### config.mk
export PLATFORM = sky130hd
export DESIGN_NAME = spi_rx_stream_flat
export DESIGN_NICKNAME = d
export VERILOG_FILES = /design/src/rtl/spi_rx_stream_pkg.sv /design/src/rtl/spi_rx_stream_if.sv /design/src/rtl/spi_rx_stream_sync_fifo.sv /design/src/rtl/spi_rx_stream.sv /design/src/flat_wrapper.sv
export SDC_FILE = /design/constraint.sdc
export NUM_CORES = 1
export LEC_CHECK = 0
export CAP_MARGIN = 20
export CORE_MARGIN = 2
export CORE_UTILIZATION = 40
export CTS_CLUSTER_SIZE = 14
export DETAILED_ROUTE_END_ITERATION = 10
export DONT_BUFFER_PORTS = 1
export GPL_TIMING_DRIVEN = 0
export MAX_ROUTING_LAYER = met4
export PLACE_DENSITY = 0.62
export REMOVE_ABC_BUFFERS = 1
export SYNTH_ARGS = -nofsm -noshare
export SYNTH_HDL_FRONTEND = slang
export SYNTH_HIERARCHICAL = 1
export SYNTH_SLANG_ARGS = --single-unit
### constraint.sdc
create_clock -name clk -period 2.8 [get_ports clk]
set_input_delay 0.84 -clock clk [delete_from_list [all_inputs] [get_ports clk]]
set_output_delay 0.84 -clock clk [all_outputs]
set_load 0.01 [all_outputs]
### src/rtl/spi_rx_stream_pkg.sv
// Shared SPI mode encodings and the sample-edge selection helper for spi_rx_stream.
package spi_rx_stream_pkg;

  localparam logic CPOL_IDLE_LOW  = 1'b0;
  localparam logic CPOL_IDLE_HIGH = 1'b1;
  localparam logic CPHA_LEADING   = 1'b0;
  localparam logic CPHA_TRAILING  = 1'b1;

  // The leading edge moves SCLK away from its idle level; the trailing edge returns it.
  function automatic logic sample_edge(input logic cpol, input logic cpha,
                                       input logic rise, input logic fall);
    logic leading;
    logic trailing;
    leading  = (cpol == CPOL_IDLE_HIGH) ? fall : rise;
    trailing = (cpol == CPOL_IDLE_HIGH) ? rise : fall;
    return (cpha == CPHA_TRAILING) ? trailing : leading;
  endfunction

endpackage

### src/rtl/spi_rx_stream_if.sv
// Valid/ready word stream carried from the SPI receiver to its consumer.
interface spi_rx_stream_if #(parameter int WIDTH = 8);
  logic [WIDTH-1:0] data;
  logic             valid;
  logic             ready;

  modport master (output data, output valid, input ready);
  modport slave  (input data, input valid, output ready);
endinterface

### src/rtl/spi_rx_stream_sync_fifo.sv
// Single-clock WIDTH x DEPTH FIFO with push/pop, full/empty flags and occupancy.
module sync_fifo #(
  parameter int WIDTH = 8,
  parameter int DEPTH = 4
) (
  input  logic                     clk,
  input  logic                     rst,
  input  logic                     push_i,
  input  logic [WIDTH-1:0]         push_data_i,
  input  logic                     pop_i,
  output logic [WIDTH-1:0]         pop_data_o,
  output logic                     full_o,
  output logic                     empty_o,
  output logic [$clog2(DEPTH):0]   level_o
);
  localparam int AW = $clog2(DEPTH);

  logic [WIDTH-1:0] mem_q [DEPTH];
  logic [AW-1:0]    wr_ptr_q, rd_ptr_q;
  logic [AW:0]      count_q;
  logic             do_push, do_pop;

  assign empty_o = (count_q == '0);
  assign full_o  = (count_q == (AW+1)'(DEPTH));
  assign do_pop  = pop_i && !empty_o;
  assign do_push = push_i && (!full_o || do_pop);

  // NOTE: storage carries no reset; the pointers and count alone define what is valid.
  always_ff @(posedge clk) begin
    if (do_push) mem_q[wr_ptr_q] <= push_data_i;
  end

  // NOTE: sequential state uses non-blocking assignments only.
  always_ff @(posedge clk or posedge rst) begin
    if (rst) begin
      wr_ptr_q <= '0;
      rd_ptr_q <= '0;
      count_q  <= '0;
    end else begin
      if (do_push) wr_ptr_q <= wr_ptr_q + AW'(1);
      if (do_pop)  rd_ptr_q <= rd_ptr_q + AW'(1);
      case ({do_push, do_pop})
        2'b10:   count_q <= count_q + (AW+1)'(1);
        2'b01:   count_q <= count_q - (AW+1)'(1);
        default: count_q <= count_q;
      endcase
    end
  end

  assign pop_data_o = empty_o ? '0 : mem_q[rd_ptr_q];
  assign level_o    = count_q;

endmodule

### src/rtl/spi_rx_stream.sv
// Oversampling SPI slave receiver feeding a valid/ready word FIFO.
// Optional frame_err detection is built when SPI_RX_STREAM_FRAME_ERR_EN is defined.
module spi_rx_stream
  import spi_rx_stream_pkg::*;
#(
  parameter int WIDTH       = 8,
  parameter int DEPTH       = 4,
  parameter int CPOL        = 0,
  parameter int CPHA        = 0,
  parameter int MSB_FIRST   = 1,
  parameter int SYNC_STAGES = 2
) (
  input  logic                   clk,
  input  logic                   rst,
  input  logic                   sclk_i,
  input  logic                   cs_n_i,
  input  logic                   mosi_i,
  spi_rx_stream_if.master        m_if,
  output logic [$clog2(DEPTH):0] level_o,
  output logic                   busy_o,
  output logic                   overrun_o,
  output logic                   frame_err_o
);
  localparam int   CW        = $clog2(WIDTH);
  localparam logic IDLE_SCLK = (CPOL != 0);

  logic [SYNC_STAGES-1:0] sclk_sync_q, cs_sync_q, mosi_sync_q;
  logic                   sclk_prev_q, cs_prev_q;
  logic                   sclk_s, cs_s, mosi_s;
  logic                   sclk_rise, sclk_fall, cs_fall, cs_rise, sample;

  always_ff @(posedge clk or posedge rst) begin
    if (rst) begin
      sclk_sync_q <= {SYNC_STAGES{IDLE_SCLK}};
      cs_sync_q   <= '1;
      mosi_sync_q <= '0;
      sclk_prev_q <= IDLE_SCLK;
      cs_prev_q   <= 1'b1;
    end else begin
      sclk_sync_q <= {sclk_sync_q[SYNC_STAGES-2:0], sclk_i};
      cs_sync_q   <= {cs_sync_q[SYNC_STAGES-2:0], cs_n_i};
      mosi_sync_q <= {mosi_sync_q[SYNC_STAGES-2:0], mosi_i};
      sclk_prev_q <= sclk_s;
      cs_prev_q   <= cs_s;
    end
  end

  assign sclk_s    = sclk_sync_q[SYNC_STAGES-1];
  assign cs_s      = cs_sync_q[SYNC_STAGES-1];
  assign mosi_s    = mosi_sync_q[SYNC_STAGES-1];
  assign sclk_rise = sclk_s & ~sclk_prev_q;
  assign sclk_fall = ~sclk_s & sclk_prev_q;
  assign cs_fall   = ~cs_s & cs_prev_q;
  assign cs_rise   = cs_s & ~cs_prev_q;
  // An SCLK edge landing on the same cycle as select assertion belongs to no frame.
  assign sample    = ~cs_s & ~cs_fall & sample_edge(IDLE_SCLK, CPHA != 0, sclk_rise, sclk_fall);

  logic [WIDTH-1:0] shift_q, shift_d, shift_in;
  logic [CW-1:0]    bit_cnt_q, bit_cnt_d;
  logic             push_q, push_d;
  logic [WIDTH-1:0] push_data_q, push_data_d;
  logic             overrun_q, overrun_d;
  logic             fifo_full, fifo_empty;

  generate
    if (MSB_FIRST != 0) begin : g_msb_first
      assign shift_in = {shift_q[WIDTH-2:0], mosi_s};
    end else begin : g_lsb_first
      assign shift_in = {mosi_s, shift_q[WIDTH-1:1]};
    end
  endgenerate

  // NOTE: every always_comb output gets a default first so no latch can be inferred.
  always_comb begin
    shift_d     = shift_q;
    bit_cnt_d   = bit_cnt_q;
    push_d      = 1'b0;
    push_data_d = push_data_q;
    if (cs_fall || cs_rise) begin
      shift_d   = '0;
      bit_cnt_d = '0;
    end else if (sample) begin
      if (bit_cnt_q == CW'(WIDTH - 1)) begin
        push_d      = 1'b1;
        push_data_d = shift_in;
        shift_d     = '0;
        bit_cnt_d   = '0;
      end else begin
        shift_d   = shift_in;
        bit_cnt_d = bit_cnt_q + CW'(1);
      end
    end
  end

  assign overrun_d = push_q & fifo_full & ~(m_if.valid & m_if.ready);

  always_ff @(posedge clk or posedge rst) begin
    if (rst) begin
      shift_q     <= '0;
      bit_cnt_q   <= '0;
      push_q      <= 1'b0;
      push_data_q <= '0;
      overrun_q   <= 1'b0;
    end else begin
      shift_q     <= shift_d;
      bit_cnt_q   <= bit_cnt_d;
      push_q      <= push_d;
      push_data_q <= push_data_d;
      overrun_q   <= overrun_d;
    end
  end

`ifdef SPI_RX_STREAM_FRAME_ERR_EN
  logic frame_err_q;
  always_ff @(posedge clk or posedge rst) begin
    if (rst) frame_err_q <= 1'b0;
    else     frame_err_q <= cs_rise & (bit_cnt_q != '0);
  end
  assign frame_err_o = frame_err_q;
`else
  assign frame_err_o = 1'b0;
`endif

  sync_fifo #(.WIDTH(WIDTH), .DEPTH(DEPTH)) u_fifo (
    .clk         (clk),
    .rst         (rst),
    .push_i      (push_q),
    .push_data_i (push_data_q),
    .pop_i       (m_if.ready),
    .pop_data_o  (m_if.data),
    .full_o      (fifo_full),
    .empty_o     (fifo_empty),
    .level_o     (level_o)
  );

  assign m_if.valid = ~fifo_empty;
  assign busy_o     = ~cs_s;
  assign overrun_o  = overrun_q;

endmodule

### src/flat_wrapper.sv
// flat-port wrapper written by rule: the top's interface ports become plain ports
module spi_rx_stream_flat import spi_rx_stream_pkg::*;
#(
  parameter int WIDTH       = 8,
  parameter int DEPTH       = 4,
  parameter int CPOL        = 0,
  parameter int CPHA        = 0,
  parameter int MSB_FIRST   = 1,
  parameter int SYNC_STAGES = 2
)
  (clk, rst, sclk_i, cs_n_i, mosi_i, level_o, busy_o, overrun_o, frame_err_o, m_if_data, m_if_valid, m_if_ready);
  spi_rx_stream_if #(.WIDTH(WIDTH)) m_if_i ();
  input  logic clk;
  input  logic rst;
  input  logic sclk_i;
  input  logic cs_n_i;
  input  logic mosi_i;
  output logic [$clog2(DEPTH):0] level_o;
  output logic busy_o;
  output logic overrun_o;
  output logic frame_err_o;
  output wire logic [$bits(m_if_i.data)-1:0] m_if_data;
  output wire logic [$bits(m_if_i.valid)-1:0] m_if_valid;
  input wire logic [$bits(m_if_i.ready)-1:0] m_if_ready;
  assign m_if_data = m_if_i.data;
  assign m_if_valid = m_if_i.valid;
  assign m_if_i.ready = m_if_ready;
  spi_rx_stream #(.WIDTH(WIDTH), .DEPTH(DEPTH), .CPOL(CPOL), .CPHA(CPHA), .MSB_FIRST(MSB_FIRST), .SYNC_STAGES(SYNC_STAGES)) u_core (.clk(clk), .rst(rst), .sclk_i(sclk_i), .cs_n_i(cs_n_i), .mosi_i(mosi_i), .m_if(m_if_i), .level_o(level_o), .busy_o(busy_o), .overrun_o(overrun_o), .frame_err_o(frame_err_o));
endmodule
==> impl_metrics.yaml, run 1 <==
sta:
  fmax_mhz: 394
  final_hold_viol_count: 0
  timing.final.crit_share: 0.907
  max-slew-margin-rel: 0.656
  tns_ps: 0
  slew_viol_final: 0
  min_period_ps: 2540
  worst_slew_pin_slew_ps: 515
  rsz0062_at_grt: "no"
  worst_hold_slack_ps: 319
  final-setup-viol-count: 0
  fin_skew_ps: 8.24
logic_synthesis:
  synthArstFlopShare: 0.522
  ys_types: 38
  synth_ff_type: "edfxtp_1"
  seq_area_frac_synth: 0.652
  synth_area_um2: 2820
  avgSynthCellArea_um2: 14.8
  synth_edf_count: 32
  synthCells: 191
  ys.warnings.count: 6
  yosys_register_bits: 67
setup_path:
  end_kind: "output port"
  cpPeakStageDelay_ps: 650
  crit_type: "reg -> out"
  critPathArrivalTime_ps: 1700
  reg2reg_to: "u_core/u_fifo/level_o[2]"
  rr_startpoint: "u_core/u_fifo/level_o[0]"
  startpoint_type: "flop"
  cp_slowest_cell: "or3_2"
  crit_end: "m_if_data[1]"
  reg2reg_slack_ps: 670
  worstPathMaxFanout: 12
  cp_cell_sequence: "or3_2, and2_1"
  ff2ff_path_depth: 6
  cp.required_ps: 1960
  startpoint: "u_core/u_fifo/level_o[0]"
clocking:
  cts_root_buffer: "clkbuf_8"
  h-tree-depth: 3
  cts_setup_buffers: 0
  clock_path_buffers: 2
  cts_made_buffers: 9
  clk_latency_ps: 340
  cts_num_sinks: 67
  cts-resized-gates: 0
  cts_tree: "yes"
  holdBufCountCts: 0
  clk_pin_slew_ps: 70
drt:
  routed_wl_mm: 4.41
  drc: 0
  via_per_inst: 4.86
  wl_per_cell_um: 15.0
  vias: 1435
  first_pass_iters: 4
  postRouteAntennaNets: 0
  drt_iter0_markers: 79
floorplan:
  die_area_um2: 7740
  rows: 30
  ioPinCount: 21
  fp.coreArea_um2: 6790
  die-width_um: 88.0
  floorplan.initialDensity: 0.415
  die_h_um: 88.0
cells_and_area:
  layout_commonest_cell: "edfxtp_1"
  antenna_cells: 0
  fin_nets: 209
  drive_above_1_share: 0.226
  final_core_util: 0.458
  syn_to_final_growth_pct: 10.4
  layout_common_cells: "32 x edfxtp_1, 31 x dfrtp_1, 15 x nand2_1"
power_and_ir_drop:
  p_seq_frac: 0.529
  power_switching_mw: 0.624
  power.density_nw_per_um2: 721
  p_comb_frac: 0.127
  irDropWorstVdd_mv: 0.326
  power_switching_share: 0.278
  intPower_mw: 1.62
  clockPowerShare: 0.344
  p_leak_nw: 1.34
place:
  port_buffers: 0
  dp_hpwl_mm: 2.89
  gp_congestion: 0.697
global_route:
  grt_usage: 0.134
  antenna_found_initial: 0
  grt_pass1_vias: 1452
  grt_start_max_net_pins: 19
  gr-total-overflow: 0
  grt_first_pass_wirelength_mm: 7.40
run:
  maxCapViolCount: 0
min_path:
  hold_class: "in -> async"
outcome:
  status: "finished clean"
## power by group through the flow
stage	Clock, mW	Combinational [mW]	Sequential [mW]
6_report	0.772	0.285	1.19
5_1_grt	0.850	0.327	1.20
4_1_cts	0.803	0.292	1.19
3_5_place_dp	0	0.290	1.21
3_3_place_gp	0	0.279	1.21
2_1_floorplan	0	0.242	1.17
## synthesized netlist by cell type (all sizes together) (5+ instances only)
cell / count / share of area
buf: 5 / 0.012
dfrtp: 32 / 0.28
a21oi: 12 / 0.021
nand2: 15 / 0.020
edfxtp: 32 / 0.34
mux2: 9 / 0.037
inv: 12 / 0.016
mux4: 8 / 0.064
ha: 8 / 0.035
nand3b: 11 / 0.034
and2: 12 / 0.028
## kinds of logic (layout without fill, tap and decap cells)
kind of cell / Yosys count / after routing / share of synthesized area
XOR/XNOR: 5 / 5 / 0.0155
AND/OR/NAND/NOR: 52 / 52 / 0.112
multiplexers: 17 / 17 / 0.101
AO/OA/AOI/OAI: 19 / 19 / 0.0421
flip-flops: 67 / 67 / 0.652
buffers and inverters: 21 / 29 / 0.0333
adder cells (fa/ha/maj): 9 / 9 / 0.0426
other: 1 / 1 / 0.00133
## cell type report
type | instances | area (µm²)
Clock buffer | 9 | 124
Tap cell | 96 | 120
Fill cell | 595 | 3680
Sequential cell | 67 | 1840
Timing Repair Buffer | 1 | 27.5
Inverter | 12 | 45.0
Multi-Input combinational cell | 103 | 887
Clock inverter | 7 | 68.8
## worst max-delay path, delay by kind of cell, from the launching register on
kind             cells  cell delay, ps
and+or+nand+nor      2             880
DFF                  1             480
## metrics by stage
step | instances | area (µm²) | power, mW | setup slack [ps]
finish | 295 | 3110 | 2.24 | 261
global route | 295 | 3110 | 2.38 | 180
CTS | 295 | 3110 | 2.28 | 45.6
detailed placement | 279 | 2920 | 1.50 | 420
global placement | 278 | 2890 | 1.49 | 433
floorplan | 182 | 2770 | 1.41 | 615
## how the worst min path moves through the flow
stage / from / to / slack (ps) / cells past startpoint
global placement: u_core/mosi_sync_q[0] / u_core/mosi_sync_q[1] / 340 / 0
floorplan: u_core/mosi_sync_q[0] / u_core/mosi_sync_q[1] / 330 / 0
global route: rst / u_core/u_fifo/rd_ptr_q[1] / 330 / 1
finish: rst / u_core/u_fifo/level_o[2] / 320 / 1
CTS: rst / u_core/u_fifo/level_o[2] / 310 / 1
detailed placement: u_core/sclk_sync_q[0] / u_core/sclk_sync_q[1] / 330 / 0
## layer usage
layer,vias to the layer above,track usage,wire [µm]
met1,719,0.174,2100
li1,681,-,-
met5,-,-,0
met2,25,0.191,2070
met3,10,0.0377,142
met4,0,0.0713,102
## sequential cells by signal, summed over array words and instances (netlist names), 2 cells and up
name / cells
u_core/u_fifo/wr_ptr_q: 2
u_core/sclk_sync_q: 2
u_core/cs_sync_q: 2
u_core/push_data_q: 8
u_core/mosi_sync_q: 2
u_core/u_fifo/rd_ptr_q: 2
u_core/u_fifo/mem_q: 32
u_core/bit_cnt_q: 3
u_core/shift_q: 7
u_core/u_fifo/level_o: 3
Note: power is estimated with default switching activity, not from simulation.
==> inputs of run 2 (changes only) <==
--- a/config.mk
+++ b/config.mk
@@ -7,13 +7,13 @@
 export LEC_CHECK = 0
 export CAP_MARGIN = 20
 export CORE_MARGIN = 2
-export CORE_UTILIZATION = 40
+export CORE_UTILIZATION = 41
 export CTS_CLUSTER_SIZE = 14
 export DETAILED_ROUTE_END_ITERATION = 10
 export DONT_BUFFER_PORTS = 1
 export GPL_TIMING_DRIVEN = 0
 export MAX_ROUTING_LAYER = met4
-export PLACE_DENSITY = 0.62
+export PLACE_DENSITY = 0.63
 export REMOVE_ABC_BUFFERS = 1
 export SYNTH_ARGS = -nofsm -noshare
 export SYNTH_HDL_FRONTEND = slang
==> run 2 against run 1 <==
Against the previous run:
- clock skew decreased by 3.1 ps
- combinational power up 2%
- non-clock buffer count did not move
==> impl_metrics.yaml, run 2 (synthesized netlist as in run 1, its figures left out) <==
floorplan:
  rows: 30
  floorplan.initialDensity: 0.420
  die-width_um: 87.0
  ioPinCount: 21
  die_h_um: 87.0
  fp.coreArea_um2: 6720
  die_area_um2: 7560
sta:
  rsz0062_at_grt: "no"
  tns_ps: 0
  min_period_ps: 2540
  timing.final.crit_share: 0.909
  final-setup-viol-count: 0
  slew_viol_final: 0
  final_hold_viol_count: 0
  fin_skew_ps: 5.11
  fmax_mhz: 393
  worst_slew_pin_slew_ps: 571
  max-slew-margin-rel: 0.619
outcome:
  status: "finished clean"
clocking:
  clock_path_buffers: 2
  cts_made_buffers: 9
  cts_tree: "yes"
  cts_setup_buffers: 0
  cts_root_buffer: "clkbuf_8"
  clk_pin_slew_ps: 70
  cts_num_sinks: 67
  h-tree-depth: 3
  clk_latency_ps: 330
cells_and_area:
  regMostFlops: "u_core/u_fifo/mem_q"
  regArea_um2: 1840
  fillers: 572
  largest_register_ffs: 32
  final_core_util: 0.464
  drive_above_1_share: 0.226
  layout_commonest_cell: "edfxtp_1"
  layout_common_cells: "32 x edfxtp_1, 31 x dfrtp_1, 15 x nand2_1"
  reg_top3: "u_core/u_fifo/mem_q: 32 flops, u_core/push_data_q: 8 flops, u_core/shift_q: 7 flops"
  syn_to_final_growth_pct: 10.6
  fin_nets: 209
  antenna_cells: 0
  multiInputGateArea_um2: 887
global_route:
  use_met3: 0.0597
  grt_pass1_vias: 1414
  grt_first_pass_wirelength_mm: 7.05
  gr-total-overflow: 0
  antenna_found_initial: 0
  met1_usage: 0.161
  grt_start_max_net_pins: 29
  use_met2: 0.189
  grt_usage: 0.130
  grt-busiest-layer: "met2"
drt:
  wl_per_cell_um: 15.1
  first_pass_iters: 4
  via_per_inst: 5.09
  vias: 1419
  postRouteAntennaNets: 0
  routed_wl_mm: 4.22
  drc: 0
  drt_iter0_markers: 45
setup_path:
  crit_type: "reg -> out"
  startpoint_type: "flop"
  end_kind: "output port"
  cp_slowest_cell: "or3_2"
  cp.required_ps: 1960
  cpPeakStageDelay_ps: 650
  critPathArrivalTime_ps: 1700
  worstPathMaxFanout: 12
  cp_cell_sequence: "or3_2, and2_1"
run:
  maxCapViolCount: 0
place:
  gp_congestion: 0.691
  dp_hpwl_mm: 2.74
  port_buffers: 0
min_path:
  hold_class: "in -> async"
power_and_ir_drop:
  power.density_nw_per_um2: 747
  irDropWorstVdd_mv: 0.419
  p_leak_nw: 1.36
[run 2: final timing paths]
check,startpoint,to,slack (ps),depth (start not counted)
worst max-delay path,u_core/u_fifo/level_o[0],m_if_data[4],260,2
worst min-delay path,rst,u_core/u_fifo/level_o[0],320,1
worst max register to register,u_core/u_fifo/level_o[0],u_core/u_fifo/level_o[2],630,6
worst min register to register,u_core/mosi_sync_q[0],u_core/mosi_sync_q[1],350,0
max in group asynchronous,rst,u_core/mosi_sync_q[0],1880,2
min in group clk,u_core/mosi_sync_q[0],u_core/mosi_sync_q[1],350,0
[run 2: final cells by class]
class                      instances  area share
sequential                        67       0.590
multi-input combinational        103       0.284
clock buffer                      11      0.0453
tap                               80      0.0321
clock inverter                     5      0.0249
inverter                          12      0.0144
timing repair buffer               1     0.00882
[run 2: what timing repair did]
| action | 4_1_cts | 5_1_grt |
|---|---|---|
| setup endpoints to repair | 0 | 7 |
| resized for setup | 0 | 1 |
| hold buffers | 0 | 0 |
[run 2: metal layers]
layer | wire length, µm | share of wire
met1 | 1990 | 0.47
met2 | 1990 | 0.47
met3 | 176 | 0.042
met4 | 64 | 0.015
met5 | 0 | 0
[run 2: worst max-delay path: cells and delay by family (launching register included)]
kind | cells | cell delay [ps]
flip-flops | 1 | 480
AND/OR/NAND/NOR | 2 | 880
[run 2: stage by stage]
stage          setup WS, ps  area [µm²]  hold slack, ps  power, mW  std cells
2_1_floorplan           615        2770             331       1.41        182
3_3_place_gp            450        2870             336       1.48        262
3_5_place_dp            452        2870             336       1.50        262
4_1_cts                64.9        3090             314       2.37        278
5_1_grt                 167        3120             324       2.46        279
6_report                255        3120             323       2.33        279
[run 2: where the power goes]
group	total (mW)	switching, mW	internal, mW
clock network	0.860	0.338	0.522
logic	0.290	0.146	0.144
registers	1.18	0.114	1.07
total	2.33	0.597	1.74
==> inputs of run 3 (changes only) <==
--- a/config.mk
+++ b/config.mk
@@ -6,6 +6,7 @@
 export NUM_CORES = 1
 export LEC_CHECK = 0
 export CAP_MARGIN = 20
+export CORE_ASPECT_RATIO = 1.4
 export CORE_MARGIN = 2
 export CORE_UTILIZATION = 41
 export CTS_CLUSTER_SIZE = 14
==> run 3 against run 2 <==
Against the previous run:
- non-clock buffer count did not move
- combinational power fell by 2%
- utilization rose by 1.7 points
- worst setup slack got worse by 9.7 ps
- first-iteration DRC count rose by 73%
- sequential power barely moved
- critical path depth did not move
- clock power rose by 22%
- worst hold slack got worse by 23 ps
- wire length rose by 0.36%
==> impl_metrics.yaml, run 3 (synthesized netlist as in run 1, its figures left out) <==
clocking:
  cts_made_buffers: 9
  cts-resized-gates: 0
  clk_pin_slew_ps: 80
  clock_path_buffers: 2
  cts_num_sinks: 67
  holdBufCountCts: 0
  cts_tree: "yes"
  h-tree-depth: 3
  cts_setup_buffers: 0
  cts_root_buffer: "clkbuf_8"
  clk_latency_ps: 340
floorplan:
  rows: 35
  fp.coreArea_um2: 6610
  die-width_um: 74.1
  ioPinCount: 21
  floorplan.initialDensity: 0.427
  die_area_um2: 7570
  die_h_um: 102
power_and_ir_drop:
  intPower_mw: 1.90
  p_leak_nw: 1.38
  irDropWorstVdd_mv: 0.395
  p_seq_frac: 0.471
  clockPowerShare: 0.416
  power_switching_mw: 0.621
  power_switching_share: 0.247
  power.density_nw_per_um2: 791
  p_comb_frac: 0.113
place:
  gp_congestion: 0.681
  port_buffers: 0
  pre_cts_slack_ps: 428
  dp_hpwl_mm: 2.75
cells_and_area:
  fillers: 580
  syn_to_final_growth_pct: 12.8
  fin_nets: 209
  multiInputGateArea_um2: 887
  reg_top3: "u_core/u_fifo/mem_q: 32 flops, u_core/push_data_q: 8 flops, u_core/shift_q: 7 flops"
  drive_above_1_share: 0.226
  largest_register_ffs: 32
  regArea_um2: 1840
  layout_common_cells: "32 x edfxtp_1, 31 x dfrtp_1, 15 x nand2_1"
  antenna_cells: 0
  regMostFlops: "u_core/u_fifo/mem_q"
  layout_commonest_cell: "edfxtp_1"
setup_path:
  worstPathMaxFanout: 12
  critPathArrivalTime_ps: 1710
  cp_cell_sequence: "or3_2, and2_1"
  reg2reg_to: "u_core/u_fifo/level_o[2]"
  ff2ff_path_depth: 6
  crit_type: "reg -> out"
  startpoint_type: "flop"
  rr_startpoint: "u_core/u_fifo/level_o[0]"
  reg2reg_slack_ps: 660
  cp_slowest_cell: "or3_2"
  cpPeakStageDelay_ps: 650
  end_kind: "output port"
  cp.required_ps: 1960
drt:
  routed_wl_mm: 4.24
  wl_per_cell_um: 14.6
  vias: 1426
  first_pass_iters: 4
  via_per_inst: 4.90
  drc: 0
  drt_iter0_markers: 78
  postRouteAntennaNets: 0
sta:
  rsz0062_at_grt: "no"
  slew_viol_final: 0
  timing.final.crit_share: 0.912
  min_period_ps: 2550
  fin_skew_ps: 8.13
  tns_ps: 0
  final_hold_viol_count: 0
  fmax_mhz: 391
  final-setup-viol-count: 0
  setup_ws_ps: 245
  worst_hold_slack_ps: 300
min_path:
  hold_class: "in -> async"
global_route:
  grt_start_max_net_pins: 29
  grt_first_pass_wirelength_mm: 7.20
  antenna_found_initial: 0
  grt_usage: 0.137
  gr-total-overflow: 0
  grt_pass1_vias: 1482
run:
  maxCapViolCount: 0
outcome:
  status: "finished clean"
[run 3: worst max-delay path by stage]
stage,start,end,slack (ps),cells after the start
2_1_floorplan,u_core/u_fifo/rd_ptr_q[0],m_if_data[0],620,2
3_3_place_gp,u_core/u_fifo/rd_ptr_q[0],m_if_data[1],440,2
3_5_place_dp,u_core/u_fifo/rd_ptr_q[0],m_if_data[5],430,2
4_1_cts,u_core/u_fifo/rd_ptr_q[0],m_if_data[5],30,2
5_1_grt,u_core/u_fifo/level_o[0],m_if_data[1],150,2
6_report,u_core/u_fifo/level_o[0],m_if_data[1],250,2
[run 3: cell type report]
class / count / area share
clock buffer: 10 / 0.0401
clock inverter: 6 / 0.0433
inverter: 12 / 0.0142
multi-input combinational: 103 / 0.279
sequential: 67 / 0.579
tap: 92 / 0.0362
timing repair buffer: 1 / 0.00865
[run 3: critical path: cells and delay by family, from the launching register on]
| family | cells | cell delay (ps) |
|---|---|---|
| simple gates | 2 | 880 |
| flops | 1 | 490 |
[run 3: metrics by stage]
stage | util | total power, mW | cell area, µm² | std cells
2_1_floorplan | - | 1.41 | 2770 | 182
5_1_grt | 0.481 | 2.65 | 3180 | 291
3_5_place_dp | 0.437 | 1.50 | 2890 | 274
3_3_place_gp | 0.437 | 1.49 | 2890 | 274
4_1_cts | 0.477 | 2.55 | 3150 | 290
6_report | 0.481 | 2.52 | 3180 | 291
[run 3: power by group through the flow]
stage               registers [mW]  logic (mW)  clock network, mW
CTS                           1.19       0.287               1.08
finish                        1.19       0.285               1.05
detailed placement            1.21       0.286                  0
global placement              1.21       0.279                  0
floorplan                     1.17       0.242                  0
global route                  1.21       0.338               1.11
[run 3: metal layers]
metal	GRT usage	routed length (µm)	vias up
met2	0.209	2110	23
met3	0.0444	174	11
met1	0.160	1830	711
met5	-	0	-
li1	-	-	681
met4	0.0755	122	0
